===== src/rtl/quadrature_decoder.sv =====
// quadrature_decoder: samples raw A/B/I encoder pins on the system clock,
// synchronises and glitch-filters them, decodes 4x quadrature into a signed
// position with optional CPR wrap, supports index homing and counts illegal
// transitions.

module quadrature_decoder #(
    parameter int WIDTH      = 32,
    parameter int FILTER_LEN = 3
) (
    input  logic             Clock,
    input  logic             Reset_n,
    input  logic             A,
    input  logic             B,
    input  logic             I,
    input  logic [WIDTH-1:0] DataBus,
    input  logic             LoadCPR,
    input  logic             LoadPosition,
    input  logic [1:0]       IndexMode,
    input  logic             ArmIndex,
    input  logic             ClearError,
    output logic [WIDTH-1:0] Position,
    output logic             Direction,
    output logic             Homed,
    output logic             Error,
    output logic [7:0]       ErrorCount
);

    // Hold-off covers the synchroniser depth, the filter length and one
    // decode stage, so no stale reset value is ever taken for a transition.
    localparam int HOLD_LEN = FILTER_LEN + 3;
    localparam int HOLD_W   = $clog2(HOLD_LEN + 1);
    localparam int CNT_W    = (FILTER_LEN > 1) ? $clog2(FILTER_LEN) : 1;

    localparam logic [CNT_W-1:0]  CNT_LAST = CNT_W'(FILTER_LEN - 1);
    localparam logic [HOLD_W-1:0] HOLD_END = HOLD_W'(HOLD_LEN);
    localparam logic [WIDTH-1:0]  ONE      = WIDTH'(1);

    typedef enum logic [1:0] {
        IDX_OFF   = 2'd0,
        IDX_EVERY = 2'd1,
        IDX_ONCE  = 2'd2,
        IDX_RSVD  = 2'd3
    } index_mode_t;

    // Values match the modulo-4 distance between successive phase indices.
    typedef enum logic [1:0] {
        MOVE_NONE    = 2'd0,
        MOVE_CW      = 2'd1,
        MOVE_ILLEGAL = 2'd2,
        MOVE_CCW     = 2'd3
    } move_t;

    // Bit order for the pin vectors: [0] = A, [1] = B, [2] = I.
    logic [2:0]        w_pins;
    logic [2:0]        r_sync1;
    logic [2:0]        r_sync2;
    logic [2:0]        r_filt;
    logic [CNT_W-1:0]  r_filtCnt [3];
    logic [HOLD_W-1:0] r_holdCnt;
    logic              w_holdOff;

    logic [1:0]        r_prevAB;
    logic              r_prevI;
    logic [1:0]        w_curIdx;
    logic [1:0]        w_prevIdx;
    logic [1:0]        w_delta;
    move_t             w_move;
    index_mode_t       w_mode;

    logic              w_stepCw;
    logic              w_stepCcw;
    logic              w_illegal;
    logic              w_indexEvent;
    logic              w_indexZero;

    logic [WIDTH-1:0]  r_cpr;
    logic [WIDTH-1:0]  r_position;
    logic [WIDTH-1:0]  w_cprLast;
    logic [WIDTH-1:0]  w_stepPos;
    logic              r_direction;
    logic              r_homed;
    logic              r_error;
    logic [7:0]        r_errCount;

    assign w_pins    = {I, B, A};
    assign w_holdOff = (r_holdCnt != HOLD_END);
    assign w_mode    = index_mode_t'(IndexMode);
    assign w_cprLast = r_cpr - ONE;

    // Two-flop synchronisers for the asynchronous encoder pins.
    always_ff @(posedge Clock or negedge Reset_n) begin
        if (!Reset_n) begin
            r_sync1 <= '0;
            r_sync2 <= '0;
        end else begin
            r_sync1 <= w_pins;
            r_sync2 <= r_sync1;
        end
    end

    // Start-up hold-off counter; restarts whenever reset is asserted.
    always_ff @(posedge Clock or negedge Reset_n) begin
        if (!Reset_n) begin
            r_holdCnt <= '0;
        end else if (w_holdOff) begin
            r_holdCnt <= r_holdCnt + HOLD_W'(1);
        end
    end

    // Glitch filter: a filtered input only changes after FILTER_LEN
    // consecutive samples disagree with it; during hold-off it tracks directly.
    always_ff @(posedge Clock or negedge Reset_n) begin
        if (!Reset_n) begin
            r_filt <= '0;
            for (int k = 0; k < 3; k++) begin
                r_filtCnt[k] <= '0;
            end
        end else begin
            for (int k = 0; k < 3; k++) begin
                if (w_holdOff) begin
                    r_filt[k]    <= r_sync2[k];
                    r_filtCnt[k] <= '0;
                end else if (r_sync2[k] != r_filt[k]) begin
                    if (r_filtCnt[k] == CNT_LAST) begin
                        r_filt[k]    <= r_sync2[k];
                        r_filtCnt[k] <= '0;
                    end else begin
                        r_filtCnt[k] <= r_filtCnt[k] + CNT_W'(1);
                    end
                end else begin
                    r_filtCnt[k] <= '0;
                end
            end
        end
    end

    // Previous filtered state; seeded from the synchronised pins during
    // hold-off so the first post-hold-off comparison sees no change.
    always_ff @(posedge Clock or negedge Reset_n) begin
        if (!Reset_n) begin
            r_prevAB <= '0;
            r_prevI  <= 1'b0;
        end else if (w_holdOff) begin
            r_prevAB <= r_sync2[1:0];
            r_prevI  <= r_sync2[2];
        end else begin
            r_prevAB <= r_filt[1:0];
            r_prevI  <= r_filt[2];
        end
    end

    // Quadrature decode: map {A,B} onto a 0..3 phase index (00,10,11,01)
    // so a CW step is +1, CCW is -1 and a double change is 2.
    always_comb begin
        w_curIdx     = {r_filt[1], r_filt[0] ^ r_filt[1]};
        w_prevIdx    = {r_prevAB[1], r_prevAB[0] ^ r_prevAB[1]};
        w_delta      = w_curIdx - w_prevIdx;
        w_move       = move_t'(w_delta);
        w_stepCw     = !w_holdOff && (w_move == MOVE_CW);
        w_stepCcw    = !w_holdOff && (w_move == MOVE_CCW);
        w_illegal    = !w_holdOff && (w_move == MOVE_ILLEGAL);
        w_indexEvent = !w_holdOff && r_filt[2] && !r_prevI;
        w_indexZero  = 1'b0;
        if (w_indexEvent) begin
            case (w_mode)
                IDX_EVERY: w_indexZero = 1'b1;
                IDX_ONCE:  w_indexZero = !r_homed || ArmIndex;
                default:   w_indexZero = 1'b0;
            endcase
        end
    end

    // Candidate position after a quadrature step, with optional CPR wrap.
    always_comb begin
        w_stepPos = r_position;
        if (w_stepCw) begin
            if (r_cpr == '0) begin
                w_stepPos = r_position + ONE;
            end else if ($signed(r_position) >= $signed(w_cprLast)) begin
                w_stepPos = '0;
            end else begin
                w_stepPos = r_position + ONE;
            end
        end else if (w_stepCcw) begin
            if (r_cpr == '0) begin
                w_stepPos = r_position - ONE;
            end else if (r_position[WIDTH-1] || (r_position == '0)) begin
                w_stepPos = w_cprLast;
            end else begin
                w_stepPos = r_position - ONE;
            end
        end
    end

    // Counts-per-revolution register, loaded from the data bus.
    always_ff @(posedge Clock or negedge Reset_n) begin
        if (!Reset_n) begin
            r_cpr <= '0;
        end else if (LoadCPR) begin
            r_cpr <= DataBus;
        end
    end

    // Position: an explicit load beats index zeroing, which beats a step.
    always_ff @(posedge Clock or negedge Reset_n) begin
        if (!Reset_n) begin
            r_position <= '0;
        end else if (LoadPosition) begin
            r_position <= DataBus;
        end else if (w_indexZero) begin
            r_position <= '0;
        end else begin
            r_position <= w_stepPos;
        end
    end

    // Direction follows every valid step, even one overridden above.
    always_ff @(posedge Clock or negedge Reset_n) begin
        if (!Reset_n) begin
            r_direction <= 1'b0;
        end else if (w_stepCw) begin
            r_direction <= 1'b1;
        end else if (w_stepCcw) begin
            r_direction <= 1'b0;
        end
    end

    // Homed flag: set by any index zeroing, cleared by re-arming.
    always_ff @(posedge Clock or negedge Reset_n) begin
        if (!Reset_n) begin
            r_homed <= 1'b0;
        end else if (w_indexZero) begin
            r_homed <= 1'b1;
        end else if (ArmIndex) begin
            r_homed <= 1'b0;
        end
    end

    // Sticky error flag and saturating counter; a same-cycle illegal
    // transition survives a clear and counts as the first new error.
    always_ff @(posedge Clock or negedge Reset_n) begin
        if (!Reset_n) begin
            r_error    <= 1'b0;
            r_errCount <= '0;
        end else if (w_illegal) begin
            r_error <= 1'b1;
            if (ClearError) begin
                r_errCount <= 8'd1;
            end else if (r_errCount != 8'hFF) begin
                r_errCount <= r_errCount + 8'd1;
            end
        end else if (ClearError) begin
            r_error    <= 1'b0;
            r_errCount <= '0;
        end
    end

    assign Position   = r_position;
    assign Direction  = r_direction;
    assign Homed      = r_homed;
    assign Error      = r_error;
    assign ErrorCount = r_errCount;

endmodule


===== config.mk =====
export PLATFORM = sky130hd
export DESIGN_NAME = quadrature_decoder
export DESIGN_NICKNAME = d
export VERILOG_FILES = /design/src/rtl/quadrature_decoder.sv
export SDC_FILE = /design/constraint.sdc
export NUM_CORES = 1
export LEC_CHECK = 0
export ABC_AREA = 1
export BUFFER_PORTS_ARGS = -buffer_cell sky130_fd_sc_hd__buf_2
export CORE_MARGIN = 2
export CORE_UTILIZATION = 50
export DETAILED_ROUTE_END_ITERATION = 8
export GPL_TIMING_DRIVEN = 0
export PLACE_DENSITY_LB_ADDON = 0.05
export SYNTH_ARGS = -nofsm -noshare
export SYNTH_HDL_FRONTEND = slang
export SYNTH_SLANG_ARGS = --single-unit

===== constraint.sdc =====
create_clock -name Clock -period 3.7 [get_ports Clock]
set_input_delay 0 -clock Clock [delete_from_list [all_inputs] [get_ports Clock]]
set_output_delay 0 -clock Clock [all_outputs]
set_load 0.01 [all_outputs]

==> metrics.yaml, run 1 <==
cp_max_fo: 10
setup.worst_path.start_class: "flop"
path_clk_slew_ns: 0.07
tightest_slew_ns: 0.606
cp_slowest_cell: "dfrtp_2"
worstPathArrival_ns: 3.71
hold_viol: 0
r2r_start: "r_cpr[2]$_DFFE_PN0P_"
synth_ff_type: "dfrtp_1"
ir_worst_vdd_v: 0.000542
area_growth_pct: 18.8
numCtsBuffers: 9
setup_tns_ns: 0
r2r_setup_slack_ns: 0.22
hold_start: "LoadCPR"
synth-edff-count: 0
via_count: 8568
synth_cell_types: 53
power_leakage_nw: 5.26
grt_pass1_wl_mm: 42.7
async_reset_ff_frac: 1.00
slowest_delay_ns: 0.46
core_area_um2: 17200
tritoncts: "done"
gr-total-overflow: 0
vias_per_cell: 5.14
crit_path_start: "r_cpr[2]$_DFFE_PN0P_"
layout.nets: 1524
grt_pass1_vias: 8167
max_freq_ghz: 0.288
initial_core_util: 0.509
grt_max_degree: 55
critPathCaptureType: "flop"
die_y_um: 136
gp_congestion: 0.938
path_class: "reg2reg"
drv_slew: 0
io_buffers: 83
htree_levels: 3
clkSinkCount: 96
first_pass_iters: 5
io-pin-count: 86
synth_area_um2: 8770
drc: 0
fin_cells: 1668
antenna_found_initial: 0
hold_depth: 3
placementRows: 48
ys_seq_area_frac: 0.274
syn-num-nets: 1382
status: "completed"
regArea_um2: 2410
synth_area_leaders: "dfrtp_1 (27%), nand2_1 (15%), inv_1 (7.7%)"
synth_top_area_cell: "dfrtp_1"
cpMostUsedCell: "nand2_1"
min_period_ns: 3.48
diodes: 0
worstPathRequired_ns: 3.94
root_buffer: "clkbuf_16"
power.density_nw_per_um2: 913
reg2reg_to: "Position[8]$_DFFE_PN0P_"
syn_area_per_cell_um2: 6.76
grt_usage: 0.301
hp-class: "in2reg"
yosys_warnings: 0
first_iter_violations: 525
ys_ff_latch: 96
syn_inst: 1296
die_w_um: 136
fillCellCount: 1678
multi_input_area_um2: 5420
path_cells: "inv_2 -> nand2_1 -> nor2_4 -> nand2_2 -> nor2_4 -> nand2_2 -> nor2_1 -> nand2_1 -> nand2_1 -> inv_1 -> ha_4 -> nand2_1 -> nor2_2 -> nand2_1 -> nor4_4 -> nand4_1 -> nand3_1 -> nand2_4 -> buf_6 -> nand2_1 -> nand2_1 -> nand2_1 -> a21oi_1"
totalWireLength_mm: 27.2
hpwl_mm: 21.7
clk_path_buf_depth: 2
die-area_um2: 18600
dpl.cell_count: 1605
hold_path_end: "r_cpr[13]$_DFFE_PN0P_"
finClkSkew_ns: 0.00722
drtAntennaViolNets: 0
synth_top_area_frac: 0.274
wl_per_cell_um: 16.3
final_layout_size_suffix_gt1_frac: 0.186
fin_crit_sh: 0.939
cap_viol_max_count: 0
max_slew_margin: 0.596
r2r_cells: 23
setup_viol: 0
insertion_delay_ns: 0.35
worst max-delay path: cells and delay by family (launching register included):
family / cells / cell delay [ns]
compound gates: 1 / 0.08
fa+ha+maj: 1 / 0.28
buf+inv: 3 / 0.31
flops: 1 / 0.46
simple gates: 18 / 2.21
logic make-up (layout without fill, tap and decap cells):
family          after synthesis  in the layout  share of synthesized area
fa+ha+maj                    43             43                     0.0614
xor+xnor                     82             82                     0.0819
compound gates              163            163                      0.107
simple gates                663            663                      0.348
buf+inv                     247            394                      0.125
mux                           2              2                    0.00257
flops                        96             96                      0.274
timing repair:
action	in CTS	in global routing
hold buffers	38	0
cloned	0	0
buffers inserted	2	7
gates resized for setup	6	32
pin swaps	3	10
hold endpoints to repair	89	0
endpoints found under the setup margin	32	32
cells in the mapped netlist (7+ instances only):
library cell / n
nand2_2: 7
o21ai_1: 22
xnor2_1: 9
nor4_1: 8
nand2_1: 353
nand3_1: 55
clkbuf_1: 9
inv_1: 181
buf_4: 9
dfrtp_1: 96
xor2_1: 73
inv_2: 11
nand4_1: 26
ha_1: 43
buf_2: 15
buf_6: 15
o21ai_0: 51
a21oi_1: 58
nor2_2: 14
nor2_1: 137
nor3_1: 19
nor2_4: 18
a21oi_2: 8
layer usage:
layer  share of wire  vias up  GRT usage
li1                -     4357          -
met2            0.46      256      0.488
met5               0        -          0
met1            0.46     3913      0.421
met3           0.049       42     0.0224
met4           0.030        0      0.110
where the power goes:
group	internal, mW	total [mW]	switching (mW)
logic	2.40	6.62	4.23
registers	1.39	1.89	0.499
clock network	0.553	0.994	0.442
worst max path at each step:
stage / to / slack [ns] / cells past startpoint
after floorplan: Position[29]$_DFFE_PN0P_ / 0.68 / 24
after global placement: Position[23]$_DFFE_PN0P_ / -0.35 / 22
after detailed placement: Position[23]$_DFFE_PN0P_ / -0.39 / 22
after CTS: Position[23]$_DFFE_PN0P_ / 0.03 / 21
after global routing: Position[8]$_DFFE_PN0P_ / -0.04 / 24
final: Position[8]$_DFFE_PN0P_ / 0.22 / 23
registers in the layout (all words and copies together), names as in the netlist, 3 cells and up:
signal / flops
Position: 32
r_cpr: 32
ErrorCount: 8
r_filtCnt: 6
r_filt: 3
r_holdCnt: 3
r_sync1: 3
r_sync2: 3
cell type report:
type	count	share of cell area
clock buffer	10	0.0229
buffer	50	0.0350
sequential	96	0.231
clock inverter	6	0.00709
timing repair buffer	131	0.0858
tap	225	0.0270
inverter	197	0.0710
multi-input combinational	953	0.520
metrics by stage:
stage	util	worst slack (ns)	hold slack [ns]	cell area (um^2)	total power [mW]
6_report	0.604	0.225	0.0523	10400	9.51
5_1_grt	0.604	-0.0438	0.0780	10400	10.4
4_1_cts	0.593	0.0271	0.0508	10200	9.35
3_5_place_dp	0.551	-0.393	0.0483	9490	8.28
3_3_place_gp	0.549	-0.347	0.109	9460	8.22
2_1_floorplan	-	0.681	-0.296	8770	6.53
layout by cell type, fill, tap and decap left out, types with 6 or more instances in the layout:
cell type      count
a21oi_1           58
a21oi_2            8
buf_2             97
buf_4             16
buf_6             18
clkbuf_1           9
clkbuf_16          9
dfrtp_1           93
dlygate4sd3_1     38
ha_1              41
inv_1            179
inv_2             13
nand2_1          347
nand2_2           11
nand2_4            6
nand3_1           55
nand4_1           26
nor2_1           130
nor2_2            17
nor2_4            22
nor3_1            19
nor4_1             8
o21ai_0           51
o21ai_1           21
o21ai_2            7
xnor2_1            9
xor2_1            68
No activity file was read; power rests on OpenSTA's default activity.
==> inputs of run 2 (changes only) <==
==> constraint.sdc (replaced) <==
create_clock -name Clock -period 3.48 [get_ports Clock]
set_input_delay 0 -clock Clock [delete_from_list [all_inputs] [get_ports Clock]]
set_output_delay 0 -clock Clock [all_outputs]
set_load 0.01 [all_outputs]
==> run 2 against run 1 <==
  * Wire length rose by 2.1%
  * Maximum frequency is 3.5% higher
  * Count of clock-buffer cells in the layout unchanged
  * Die area unchanged
  * Critical path depth is the same
  * Clock skew barely moved
  * Non-clock buffer count rose by 18
  * Total power grew 11%
  * Utilization rose by 1.8 points
  * Combinational power up 13%
  * Cell count rose by 1.1%
  * Global-route usage increased by 0.20 points
==> metrics.yaml, run 2 (synthesis results as in run 1) <==
status: "completed"
drtAntennaViolNets: 0
worstPathArrival_ns: 3.61
core_area_um2: 17200
layout.nets: 1542
power_switching_share: 0.543
die_y_um: 136
gr-total-overflow: 0
diodes: 0
rsz0062_at_grt: "true"
switchingPower_mw: 5.74
path_clk_slew_ns: 0.07
r2r_cells: 23
placementRows: 48
totalWireLength_mm: 27.8
htree_levels: 3
first_pass_iters: 5
cap_viol_max_count: 0
gp_congestion: 0.938
dpl-instance-area_um2: 9490
path_class: "reg2reg"
via_count: 8721
grt_usage: 0.303
power_frac_comb: 0.709
vias_per_cell: 5.17
io_buffers: 83
grt_pass1_wl_mm: 42.9
seqPwrFrac: 0.190
fillCellCount: 1647
layout_common_cells: "nand2_1 (319), inv_1 (176), nor2_1 (126)"
clkSinkCount: 96
fin_crit_sh: 0.965
drv_slew: 0
power.density_nw_per_um2: 985
fin_hold_ws_ns: 0.0595
p_total_mw: 10.6
io-pin-count: 86
antenna_found_initial: 0
clkPwrFrac: 0.100
hpwl_mm: 21.7
min_period_ns: 3.36
tightest_slew_ns: 0.602
wl_per_cell_um: 16.5
fin_util: 0.622
max_slew_margin: 0.599
setup.worst_path.start_class: "flop"
area_growth_pct: 22.3
grt_pass1_vias: 8240
grt_max_degree: 55
die_w_um: 136
fin_cells: 1686
critPathCaptureType: "flop"
cp_max_fo: 8
final_common_cell: "nand2_1"
setup_tns_ns: 0
setup_viol: 0
root_buffer: "clkbuf_16"
drc: 0
numCtsBuffers: 9
first_iter_violations: 579
ir_worst_vdd_v: 0.000571
die-area_um2: 18600
finClkSkew_ns: 0.00769
hold_viol: 0
hp-class: "in2reg"
max_freq_ghz: 0.298
clk_path_buf_depth: 2
layout_setup_ws_ns: 0.121
power_leakage_nw: 5.36
internal-power_mw: 4.82
hold_depth: 3
initial_core_util: 0.509
pre_cts_ws_ns: -0.613
worstPathRequired_ns: 3.73
insertion_delay_ns: 0.35
design_area_um2: 10700
final_layout_size_suffix_gt1_frac: 0.231
tritoncts: "done"
r2r_setup_slack_ns: 0.12
dpl.cell_count: 1605
-- run 2: changes by cell type in the layout (fill, tap and decap cells not counted), moves of 3 or more --
cell / delta
a21oi_1: -11
a21oi_2: +11
buf_4: +16
inv_1: -3
inv_2: +3
nand2_1: -28
nand2_2: +27
nand3_1: -4
nand3_2: +4
nor2_1: -4
nor2_2: +4
-- run 2: timing repair --
item / CTS / global route
gates resized for setup: 20 / 75
buffers inserted: 8 / 16
setup endpoints to repair: 32 / 32
gates cloned: 0 / 3
hold endpoints to repair: 89 / 0
pin swaps: 13 / 43
hold buffers: 38 / 0
-- run 2: worst max-delay path: stages, from the launching register on --
cell     delay [ns]
dfrtp_2        0.43
buf_4          0.15
nor2_4         0.09
nand2_2        0.09
nor2_4         0.15
nand2_4        0.09
nor3_2         0.21
nand2_1        0.12
xor2_1         0.19
ha_1           0.33
nand2_4        0.05
nor2_2         0.11
nand2_2        0.10
nor4_4         0.21
nand2_1        0.13
nand2_1        0.09
nand2_1        0.06
nand3_2        0.09
nand2_4        0.12
buf_6          0.16
nand2_1        0.06
nand2_1        0.07
nand2_1        0.08
a21oi_1        0.06
-- run 2: cell type report --
| class | count | area, um^2 | share of cell area |
|---|---|---|---|
| Sequential cell | 96 | 2400 | 0.224 |
| Inverter | 197 | 739 | 0.0690 |
| Multi-Input combinational cell | 953 | 5580 | 0.521 |
| Timing Repair Buffer | 149 | 1040 | 0.0966 |
| Clock buffer | 10 | 239 | 0.0223 |
| Clock inverter | 6 | 73.8 | 0.00688 |
| Buffer | 50 | 364 | 0.0340 |
| Tap cell | 225 | 282 | 0.0263 |
-- run 2: worst paths after layout --
check,startpoint,to
min in group asynchronous,Reset_n,ErrorCount[5]$_DFFE_PN0P_
max,r_cpr[3]$_DFFE_PN0P_,Position[27]$_DFFE_PN0P_
max reg2reg,r_cpr[3]$_DFFE_PN0P_,Position[27]$_DFFE_PN0P_
min,LoadCPR,r_cpr[13]$_DFFE_PN0P_
min reg2reg,r_sync1[1]$_DFF_PN0_,r_sync2[1]$_DFF_PN0_
max in group asynchronous,Reset_n,r_filtCnt[4]$_DFF_PN0_
-- run 2: power by group through the flow --
stage	Clock, mW	Sequential, mW	Combinational, mW
after global routing	1.11	2.05	8.31
after detailed placement	0	2.01	6.79
after floorplan	0	1.95	4.99
after global placement	0	2.01	6.73
after CTS	1.08	1.99	6.90
final	1.06	2.01	7.49
-- run 2: per-layer routing --
layer	vias to the layer above	GRT usage	part of all wire
met2	247	0.490	0.46
met5	-	0	0
met4	0	0.113	0.032
li1	4391	-	-
met1	4037	0.423	0.46
met3	46	0.0227	0.042
